### config.mk
export PLATFORM = sky130hd
export DESIGN_NAME = res_reader
export DESIGN_NICKNAME = d
export VERILOG_FILES = /design/src/rtl/res_reader_pkg.sv /design/src/rtl/res_rd_fifo.sv /design/src/rtl/res_reader.sv
export SDC_FILE = /design/constraint.sdc
export NUM_CORES = 1
export LEC_CHECK = 0
export CORE_MARGIN = 1.5
export CORE_UTILIZATION = 60
export CTS_BUF_LIST = sky130_fd_sc_hd__clkbuf_8 sky130_fd_sc_hd__clkbuf_16
export DETAILED_ROUTE_END_ITERATION = 16
export PLACE_DENSITY = 0.85
export REMOVE_ABC_BUFFERS = 1
export SLEW_MARGIN = 15
export SYNTH_ARGS = -nofsm -noshare
export SYNTH_HDL_FRONTEND = slang
export SYNTH_HIERARCHICAL = 1
export SYNTH_SLANG_ARGS = --single-unit
### constraint.sdc
create_clock -name clock -period 7 [get_ports clock]
set_clock_uncertainty 0.2 [all_clocks]
set_input_delay 0.7 -clock clock [delete_from_list [all_inputs] [get_ports clock]]
set_output_delay 0.7 -clock clock [all_outputs]
set_load 0.01 [all_outputs]
### src/rtl/res_reader_pkg.sv
// res_reader_pkg: shared constants and types for the result-memory reader.
//   DATA_WIDTH_DEF / ADDR_WIDTH_DEF / TOTAL_ADDR_DEF : default result memory geometry
//   FIFO_DEPTH : output buffer depth, which is also the issue credit limit
//   state_t    : readout FSM states
package res_reader_pkg;
  localparam int DATA_WIDTH_DEF = 32;
  localparam int ADDR_WIDTH_DEF = 7;
  localparam int TOTAL_ADDR_DEF = 128;
  localparam int FIFO_DEPTH     = 4;

  typedef enum logic [1:0] {S_IDLE, S_READ, S_DRAIN} state_t;
endpackage

### src/rtl/res_rd_fifo.sv
// res_rd_fifo: 4-entry FIFO buffering words returned by the result memory.
//   clock, reset       : rising-edge clock, synchronous active-high reset
//   push, push_data    : write side; push while full is accepted only with a pop
//   pop, pop_data      : read side; pop_data is the current head (first-word fall-through)
//   empty, count       : status; count is occupancy 0..4
module res_rd_fifo
  import res_reader_pkg::*;
#(
  parameter int DATA_WIDTH = DATA_WIDTH_DEF
) (
  input  logic                  clock,
  input  logic                  reset,
  input  logic                  push,
  input  logic [DATA_WIDTH-1:0] push_data,
  input  logic                  pop,
  output logic [DATA_WIDTH-1:0] pop_data,
  output logic                  empty,
  output logic [2:0]            count
);
  localparam int PW = $clog2(FIFO_DEPTH);

  logic [DATA_WIDTH-1:0] mem [FIFO_DEPTH];
  logic [PW-1:0]         wr_ptr, rd_ptr;
  logic                  full, do_push, do_pop;

  assign empty    = (count == 3'd0);
  assign full     = (count == 3'(FIFO_DEPTH));
  assign do_pop   = pop && !empty;
  assign do_push  = push && (!full || do_pop);
  assign pop_data = mem[rd_ptr];

  always_ff @(posedge clock) begin
    if (reset) begin
      wr_ptr <= '0;
      rd_ptr <= '0;
      count  <= '0;
      for (int i = 0; i < FIFO_DEPTH; i++) mem[i] <= '0;
    end else begin
      if (do_push) begin
        mem[wr_ptr] <= push_data;
        wr_ptr      <= wr_ptr + 1'b1;
      end
      if (do_pop) rd_ptr <= rd_ptr + 1'b1;
      count <= count + {2'b0, do_push} - {2'b0, do_pop};
    end
  end
endmodule

### src/rtl/res_reader.sv
// res_reader: streams a block of words out of a 2-cycle-latency result memory.
//   clock, reset              : rising-edge clock, synchronous active-high reset
//   start, start_addr, num_words : readout request (num_words==0 means whole memory)
//   busy, done                : status; done pulses once after the final handshake
//   mem_addr, mem_wren, mem_q : result memory port (read only)
//   out_data, out_valid, out_ready, out_last : valid/ready output stream
module res_reader
  import res_reader_pkg::*;
#(
  parameter int DATA_WIDTH = DATA_WIDTH_DEF,
  parameter int ADDR_WIDTH = ADDR_WIDTH_DEF,
  parameter int TOTAL_ADDR = TOTAL_ADDR_DEF
) (
  input  logic                  clock,
  input  logic                  reset,
  input  logic                  start,
  input  logic [ADDR_WIDTH-1:0] start_addr,
  input  logic [ADDR_WIDTH:0]   num_words,
  output logic                  busy,
  output logic                  done,
  output logic [ADDR_WIDTH-1:0] mem_addr,
  output logic                  mem_wren,
  input  logic [DATA_WIDTH-1:0] mem_q,
  output logic [DATA_WIDTH-1:0] out_data,
  output logic                  out_valid,
  input  logic                  out_ready,
  output logic                  out_last
);
  localparam logic [ADDR_WIDTH:0]   FULL_LEN  = (ADDR_WIDTH+1)'(TOTAL_ADDR);
  localparam logic [ADDR_WIDTH-1:0] LAST_ADDR = ADDR_WIDTH'(TOTAL_ADDR - 1);

  state_t              state;
  logic [ADDR_WIDTH:0] iss_rem, out_rem, req_len;
  logic [1:0]          vld_pipe;   // tracks reads in flight through the memory latency
  logic [2:0]          fifo_count, credit_used;
  logic                fifo_empty, issue, fire;

  assign mem_wren = 1'b0;
  assign req_len  = (num_words == '0) ? FULL_LEN : num_words;

  // Reserve a FIFO slot for every read in flight so a stalled consumer never
  // causes an overflow.
  assign credit_used = fifo_count + {2'b0, vld_pipe[0]} + {2'b0, vld_pipe[1]};
  assign issue       = (state == S_READ) && (credit_used < 3'(FIFO_DEPTH));
  assign out_valid   = !fifo_empty;
  assign fire        = out_valid && out_ready;
  assign out_last    = out_valid && (out_rem == (ADDR_WIDTH+1)'(1));

  always_ff @(posedge clock) begin
    if (reset) begin
      state    <= S_IDLE;
      busy     <= 1'b0;
      done     <= 1'b0;
      mem_addr <= '0;
      iss_rem  <= '0;
      out_rem  <= '0;
      vld_pipe <= '0;
    end else begin
      done     <= 1'b0;
      vld_pipe <= {vld_pipe[0], issue};
      if (issue) begin
        mem_addr <= (mem_addr == LAST_ADDR) ? '0 : mem_addr + 1'b1;
        iss_rem  <= iss_rem - 1'b1;
      end
      if (fire) out_rem <= out_rem - 1'b1;
      case (state)
        S_IDLE: if (start) begin
          state    <= S_READ;
          busy     <= 1'b1;
          mem_addr <= start_addr;
          iss_rem  <= req_len;
          out_rem  <= req_len;
        end
        S_READ: if (issue && iss_rem == (ADDR_WIDTH+1)'(1)) state <= S_DRAIN;
        S_DRAIN: if (fire && out_rem == (ADDR_WIDTH+1)'(1)) begin
          state <= S_IDLE;
          busy  <= 1'b0;
          done  <= 1'b1;
        end
        default: state <= S_IDLE;
      endcase
    end
  end

  res_rd_fifo #(.DATA_WIDTH(DATA_WIDTH)) u_fifo (
    .clock     (clock),
    .reset     (reset),
    .push      (vld_pipe[1]),
    .push_data (mem_q),
    .pop       (out_ready),
    .pop_data  (out_data),
    .empty     (fifo_empty),
    .count     (fifo_count)
  );
endmodule
== Word-level counts from Yosys, hierarchy flattened ==
Memory sizes are Yosys's and may differ from the RTL's. A register that Yosys moved wholly into a read port is not among the register bits.
Cells that the tools add are included.
W data, S select, Z words.
Word-level totals
  register bits after elaboration: 36
  memories kept: 1
  word-level logic and storage cells: 77
  output and inout port bits: 44
  memory bits (read-only): 0
  bits in latches: 0
  bits in writable memories: 128
  input bits: 51
Memory list
  u_fifo.mem: words 4, bits a word 32, read ports 1, clocked after Yosys merged registers in 1, write ports 4, line res_rd_fifo.sv:22  | logic [DATA_WIDTH-1:0] mem [FIFO_DEPTH];
Operators by class
  divide/modulo/power cells: 0
  equal/unequal tests: 9
  reduce and logical (&&, ||, !) cells: 17
  shifts and indexed selects: 0
  $mul: 0
  bitwise operators: 1
  add/subtract/negate cells: 9
  multiplexer cells: 29
  $lt $le $gt $ge: 1
Operator list (count)
  $mux W8: 7
  $mux W32: 1
  $reduce_or A32 Y1: 1
  $mux W7: 4
  $eq A8 B1 Y1 const B: 2
  $sub A8 B1 Y8 const B: 2
  $mux W2: 6
  $add A3 B1 Y3: 3
  $mux W1: 9
  $logic_not A8 Y1: 1
  $add A7 B1 Y7 const B: 1
  $eq A7 B7 Y1 const B: 1
  $logic_and A1 B1 Y1: 6
  $pmux W2 S3: 1
  $reduce_and A3 Y1: 2
  $add A2 B1 Y2 const B: 2
  $ne A2 B2 Y1 const B: 2
  $eq A3 B3 Y1 const B: 1
  $logic_not A3 Y1: 1
  $lt A3 B3 Y1 const B: 1
  $sub A3 B1 Y3: 1
  $eq A2 B1 Y1 const B: 1
  $eq A2 B2 Y1 const B: 1
  $logic_not A1 Y1: 2
  other kinds (7): 7

== Longest topological paths before layout ==
Gate-level depths: netlist (run 1).
  depth in word-level cells: 10
  mapped depth: 9
  depth with buffers taken out: 9

== By module ==
Netlist (run 1), hierarchy kept.
Modules (own cells, without submodules)
  res_rd_fifo: sequential area each 4023.9 um^2, cells each 358, times used 1, area each 5921.9 um^2
  res_reader: sequential area each 580.6 um^2, cells each 190, times used 1, area each 1621.6 um^2

== Least setup slack after synthesis (run 1) ==
No wires, ideal clock.
  path kind: input-to-reg
  from: in out_ready
  to: mem u_fifo/mem[2][0] (netlist bit) (enable)
  library setup time: 0.466 ns
  data required time: 6.334 ns
  slack: 3.079 ns
  arrival time: 3.255 ns
  cell stages on the path: 3
  buffers on the path: 0
  path through: nor4b_4 -> nand2b_1 -> o21ai_0
RTL lines
  start, declared: line res_reader.sv:26  | input logic out_ready,
  end, declared: line res_rd_fifo.sv:22

==> results of run 1 <==
routing by layer:
layer | track usage (%) | part of all wire (%) | wire [µm] | vias up
met5 | 0 | 0 | 0 | -
met4 | 10.1 | 1.5 | 224 | 0
met3 | 4.90 | 5.0 | 776 | 19
met2 | 45.4 | 53 | 8220 | 166
met1 | 29.5 | 40 | 6200 | 2379
li1 | - | - | - | 2220
metrics by stage:
step	hold slack [ps]	utilization [%]	area [µm²]
final	305	76.4	9300
after global routing	318	76.4	9300
after CTS	299	76.4	9300
after detailed placement	289	71.4	8680
after global placement	271	71.4	8680
after floorplan	252	-	7410
registers in the layout (all words and copies together) (netlist names), named ones only:
signal         count
busy               1
done               1
iss_rem            8
mem_addr           7
out_rem            8
state              2
u_fifo/count       3
u_fifo/mem       128
u_fifo/rd_ptr      2
u_fifo/wr_ptr      2
vld_pipe           2
worst paths after layout:
| check | start | end | slack, ps |
|---|---|---|---|
| setup / recovery | flip-flop | out_data[14] | 3720 |
| hold / removal | vld_pipe[0]$_SDFF_PP0_ | vld_pipe[1]$_SDFF_PP0_ | 300 |
| setup reg to reg | u_fifo/count[1]$_SDFF_PP0_ | u_fifo/count[2]$_SDFF_PP0_ | 4070 |
| hold reg to reg | vld_pipe[0]$_SDFF_PP0_ | vld_pipe[1]$_SDFF_PP0_ | 300 |
kinds of logic (layout without fill, tap and decap cells):
family / after synthesis / count (layout)
AOI/OAI and AO/OA: 60 / 60
xor gates and xnor gates: 10 / 10
adders and majority gates: 9 / 9
buffers and inverters: 42 / 146
DFF: 166 / 166
muxes: 33 / 33
other: 1 / 1
and+or+nand+nor: 227 / 227
placed cells by master (no fill, tap or decap), drive strengths merged, types with 2 or more instances in the layout:
cell type	n
and2	129
edfxtp	128
clkdlybuf4s50	93
dfxtp	38
mux4	32
nor2	19
clkbuf	17
inv	14
a21oi	14
nand2	12
nor3	10
buf	9
o21ai	9
o21bai	8
a31oi	8
ha	8
nor4	8
clkinv	8
xor2	7
nor2b	6
or3	6
nand3	6
and3	5
nand3b	4
a311oi	4
bufinv	4
nor4b	4
nand2b	3
a211oi	3
nand4b	3
xnor2	3
nor3b	3
o31ai	3
o41ai	2
or2	2
or4	2
area by class of cell:
cell class / count / area share, %
Clock inverter: 15 / 2.03
Clock buffer: 17 / 4.58
Tap cell: 168 / 2.26
Timing Repair Buffer: 102 / 10.7
Sequential cell: 166 / 49.6
Inverter: 12 / 0.485
Multi-Input combinational cell: 340 / 30.3
synth_stat cells (7+ instances only):
| master | number |
|---|---|
| buf_2 | 7 |
| nor2_1 | 19 |
| o21ai_0 | 9 |
| xor2_1 | 7 |
| and2_1 | 129 |
| a21oi_1 | 13 |
| nor3_1 | 10 |
| inv_1 | 12 |
| a31oi_1 | 8 |
| nand2_1 | 12 |
| ha_1 | 8 |
| edfxtp_1 | 128 |
| o21bai_1 | 8 |
| clkbuf_1 | 20 |
| mux4_2 | 32 |
| dfxtp_1 | 38 |
power by group:
part | internal, mW | switching (mW) | leakage [nW]
logic | 0.342 | 0.284 | 1.40
registers | 1.13 | 0.0632 | 1.64
clock network | 0.593 | 0.364 | 0.307
total | 2.06 | 0.712 | 3.35
==> qor.yml, run 1 <==
critical_path:
  path_cells: "buf_4 -> mux4_2 -> clkdlybuf4s50_1"
  critPathMaxStageDelay_ps: 610
  cpMaxStageDelayCell: "mux4_2"
  rr_worst_depth: 9
  end_kind: "output port"
  crit_family: "buffers and inverters"
  arrival_ps: 2380
  path_max_fanout: 32
  critical_path_cell_count: 3
  worst-path-buf-inv: 2
  worstPathRequired_ps: 6100
  startpoint_type: "flip-flop"
  path_class: "reg -> out"
clock_tree:
  post_cts_buffers: 0
  ctsResizeCount: 0
  cts_root_buf: "clkbuf_16"
  numCtsBuffers: 17
  insertion_delay_ps: 420
  cts-htree-levels: 4
  cts_sinks: 166
  clk_pin_slew_worst_paths_ps: 60
  clockBufferDepth: 2
  ctsHoldBuffers: 0
  tritoncts: "done"
synth:
  syn_avg_cell_area_um2: 13.8
  synth-seq-area-share_pct: 61.0
  ys_top_cells_by_area: "edfxtp_1 (51%), and2_1 (11%), dfxtp_1 (10%)"
  synthCells: 548
  yosys_most_used_dff: "edfxtp_1"
  synth_simple_gate_area_share_pct: 18.7
  synth_area_leader_cell: "edfxtp_1"
  synth_top_family_by_area: "simple AND/OR/NAND/NOR gates"
  synthesis.area_mm2: 0.00754
  synth-compound-area-share_pct: 5.46
  synth_xor_area_share_pct: 1.16
  synth.mux.area_fraction_pct: 9.70
  synth_top_area_share_pct: 51.0
  synthAdderAreaFrac_pct: 1.59
  synth-edff-count: 128
  ys_types: 59
  ys_ff_latch: 166
  yosys_warnings: 6
  async_flop_share_pct: 0
timing:
  rsz0062_at_grt: "false"
  maxSlewViolCount: 0
  worstMarginPinSlew_ps: 1080
  final.min_clock_period_ps: 3280
  tns_ps: 0
  max_freq_ghz: 0.305
  setup_viol: 0
  post-route-period-util_pct: 46.8
  setup_slack_ps: 3720
  final_hold_viol_count: 0
  slew_headroom_pct: 28.2
grt:
  grt_overflow_total: 0
  grt_pass1_vias: 4989
  grt_pass1_wl_mm: 24.8
  antenna_found_initial: 0
  track_usage_pct: 25.1
  grt_max_degree: 39
placement:
  place_hpwl_mm: 9.70
  pre_cts_slack_ps: 3300
  port_buffers: 93
  dp.cells: 788
  place_congestion: 0.829
layout:
  final_net_count: 699
  diodes: 0
  multi_input_area_mm2: 0.00282
  areaGrowthSynthToFinish_pct: 23.2
  final_cells: 820
  seqCellArea_mm2: 0.00461
  drive_gt1_share_pct: 13.7
  fillers: 737
routing:
  dr_total_vias: 4784
  drt_iter0_drc: 374
  wirelength_mm: 15.4
  avgRoutedWirePerCell_um: 18.8
  via_per_inst: 5.83
  ant_nets: 0
  drc: 0
  drt_pre_antenna_iters: 5
run_status:
  status: "finished clean"
floorplanning:
  die_area_mm2: 0.0133
  die_w_um: 115
  io_pins: 95
  start_util_pct: 62.0
  fp-row-count: 40
  fp.dieH_um: 115
  core-area_mm2: 0.0122
job:
  cap_violations: 0
pwr:
  p_total_mw: 2.78
  vdd_drop_max_mv: 0.193
  leakagePower_nw: 3.35
  powerDensity_mw_per_mm2: 299
min_path:
  hold_depth: 1
  hold_class: "reg -> reg"
No activity file was read; power rests on OpenSTA's default activity.
==> run 2: changes to the inputs <==
CORE_UTILIZATION = 56   (was 60)
PLACE_DENSITY = 0.8   (was 0.85)
clock period = 3.4 ns   (was 7 ns; I/O delays follow)
==> qor.yml, run 2 (same netlist as run 1, synthesis figures left out) <==
clock_tree:
  clk_pin_slew_worst_paths_ps: 60  # about the same
  tritoncts: "done"  # unchanged
  cts_sinks: 166  # unchanged
  ctsResizeCount: 0  # unchanged
  insertion_delay_ps: 420  # about the same
  numCtsBuffers: 17  # unchanged
  ctsHoldBuffers: 0  # unchanged
  post_cts_buffers: 0  # unchanged
  cts-htree-levels: 4  # unchanged
  clockBufferDepth: 2  # unchanged
  cts_root_buf: "clkbuf_16"  # unchanged
layout:
  final_cells: 832  # was 820
  final_net_count: 703  # was 699
  final_common_cell: "and2_1"  # unchanged
  reg_top3: "u_fifo/mem x128, iss_rem x8, out_rem x8"  # unchanged
  areaGrowthSynthToFinish_pct: 23.8  # was 23.2%
  drive_gt1_share_pct: 14.0  # was 13.7%
  final_cell_mix: "and2_1 (129), edfxtp_1 (128), clkdlybuf4s50_1 (93)"  # unchanged
  max_flop_register: "u_fifo/mem"  # unchanged
  largest_reg_flops: 128  # unchanged
  diodes: 0  # unchanged
  design_area_mm2: 0.00934  # was 0.00930 mm²
critical_path:
  critPathMaxStageDelay_ps: 600  # was 610 ps
  arrival_ps: 2320  # was 2380 ps
  path_max_fanout: 18  # was 32
  cpMaxStageDelayCell: "dfxtp_2"  # was mux4_2
  path_class: "reg -> out"  # unchanged
  worst-path-buf-inv: 2  # unchanged
  worstPathRequired_ps: 2860  # was 6100 ps
  startpoint_type: "flip-flop"  # unchanged
  path_cells: "buf_12 -> mux4_2 -> clkdlybuf4s50_1"  # was buf_4 -> mux4_2 -> clkdlybuf4s50_1
  crit_family: "buffers and inverters"  # unchanged
  end_kind: "output port"  # unchanged
placement:
  place_hpwl_mm: 9.63  # was 9.70 mm
  pre_cts_slack_ps: 560  # was 3300 ps
  place_area_mm2: 0.00875  # was 0.00868 mm²
  port_buffers: 93  # unchanged
  dp.cells: 800  # was 788
  place_congestion: 0.871  # was 0.829
timing:
  rsz0062_at_grt: "false"  # unchanged
  final.min_clock_period_ps: 2860
  post-route-period-util_pct: 84.2
  tns_ps: 0  # unchanged
  final_hold_viol_count: 0  # unchanged
  setup_viol: 0  # unchanged
  max_freq_ghz: 0.350
  timing.hold.ws_ps: 294  # was 305 ps
  worstMarginPinSlew_ps: 1150  # was 1080 ps
  slew_headroom_pct: 23.3  # was 28.2%
  maxSlewViolCount: 0  # unchanged
  setup_slack_ps: 539  # was 3720 ps
routing:
  drt_pre_antenna_iters: 4  # was 5
  ant_nets: 0  # unchanged
  wirelength_mm: 15.5  # was 15.4 mm
  avgRoutedWirePerCell_um: 18.6  # was 18.8 µm
  drt_iter0_drc: 326  # was 374
  via_per_inst: 5.63  # was 5.83
  drc: 0  # unchanged
  dr_total_vias: 4686  # was 4784
grt:
  grt_max_degree: 35  # was 39
  grt_overflow_total: 0  # unchanged
  grt.busiest_layer: "met2"  # unchanged
  grt_pass1_wl_mm: 25.2  # was 24.8 mm
  grt_pass1_vias: 5005  # was 4989
  grt_use_met2_pct: 41.4  # was 45.4%
  antenna_found_initial: 0  # unchanged
  track_usage_pct: 23.4  # was 25.1%
  grtUsageMet1_pct: 27.6  # was 29.5%
  use_met3_pct: 5.80  # was 4.90%
floorplanning:
  fp-row-count: 42  # was 40
  die_area_mm2: 0.0142  # was 0.0133 mm²
  fp.dieH_um: 119  # was 115 µm
  core-area_mm2: 0.0132  # was 0.0122 mm²
  start_util_pct: 57.2  # was 62.0%
  io_pins: 95  # unchanged
  die_w_um: 119  # was 115 µm
min_path:
  hold_class: "reg -> reg"  # unchanged
run_status:
  status: "finished clean"  # unchanged
pwr:
  powerDensity_mw_per_mm2: 608  # was 299 mW/mm²
  leakagePower_nw: 3.35  # about the same
  vdd_drop_max_mv: 0.300  # was 0.193 mV
job:
  cap_violations: 0  # unchanged
run 2: cell count changes in the layout (fill, tap and decap cells not counted), sizes merged:
| cell | before | now |
|---|---|---|
| clkinvlp | 1 | 4 |
| buf | 9 | 13 |
| inv | 14 | 13 |
| clkinv | 8 | 7 |
| bufinv | 4 | 3 |
run 2: power breakdown:
part	switching, mW	internal, mW	total (mW)
logic	0.574	0.733	1.31
clock network	0.759	1.14	1.90
registers	0.141	2.33	2.47
total	1.47	4.20	5.68
run 2: through the flow:
step	utilization (%)	total power, mW
4_1_cts	70.8	5.72
3_5_place_dp	66.3	3.83
2_1_floorplan	-	3.23
3_3_place_gp	66.3	3.79
6_report	70.8	5.68
5_1_grt	70.8	5.91
run 2: worst register-to-register path, delay by kind of cell, from the launching register on:
family,cells,cell delay (ps)
xor gates and xnor gates,2,310
DFF,1,410
adders and majority gates,3,870
and+or+nand+nor,1,50
AOI/OAI and AO/OA,1,380
buffers and inverters,2,140
run 2: path summary, 6_finish.rpt:
path	depth (start not counted)	to	start	slack [ps]
worst max-delay path	3	out_data[15]	flip-flop	540
worst min-delay path	1	vld_pipe[1]$_SDFF_PP0_	vld_pipe[0]$_SDFF_PP0_	290
worst max register to register	9	u_fifo/count[2]$_SDFF_PP0_	u_fifo/count[1]$_SDFF_PP0_	920
worst min register to register	1	vld_pipe[1]$_SDFF_PP0_	vld_pipe[0]$_SDFF_PP0_	290
run 2: metal layers:
| metal | vias up | part of all wire (%) |
|---|---|---|
| li1 | 2219 | - |
| met1 | 2298 | 40 |
| met2 | 151 | 52 |
| met3 | 18 | 6.0 |
| met4 | 0 | 1.6 |
| met5 | - | 0 |
run 2: area by class of cell:
type / instances / area, µm²
sequential: 166 / 4610
fill: 877 / 3850
multi-input combinational: 340 / 2820
timing repair buffer: 106 / 1050
clock buffer: 17 / 425
tap: 176 / 220
clock inverter: 15 / 164
inverter: 12 / 45.0
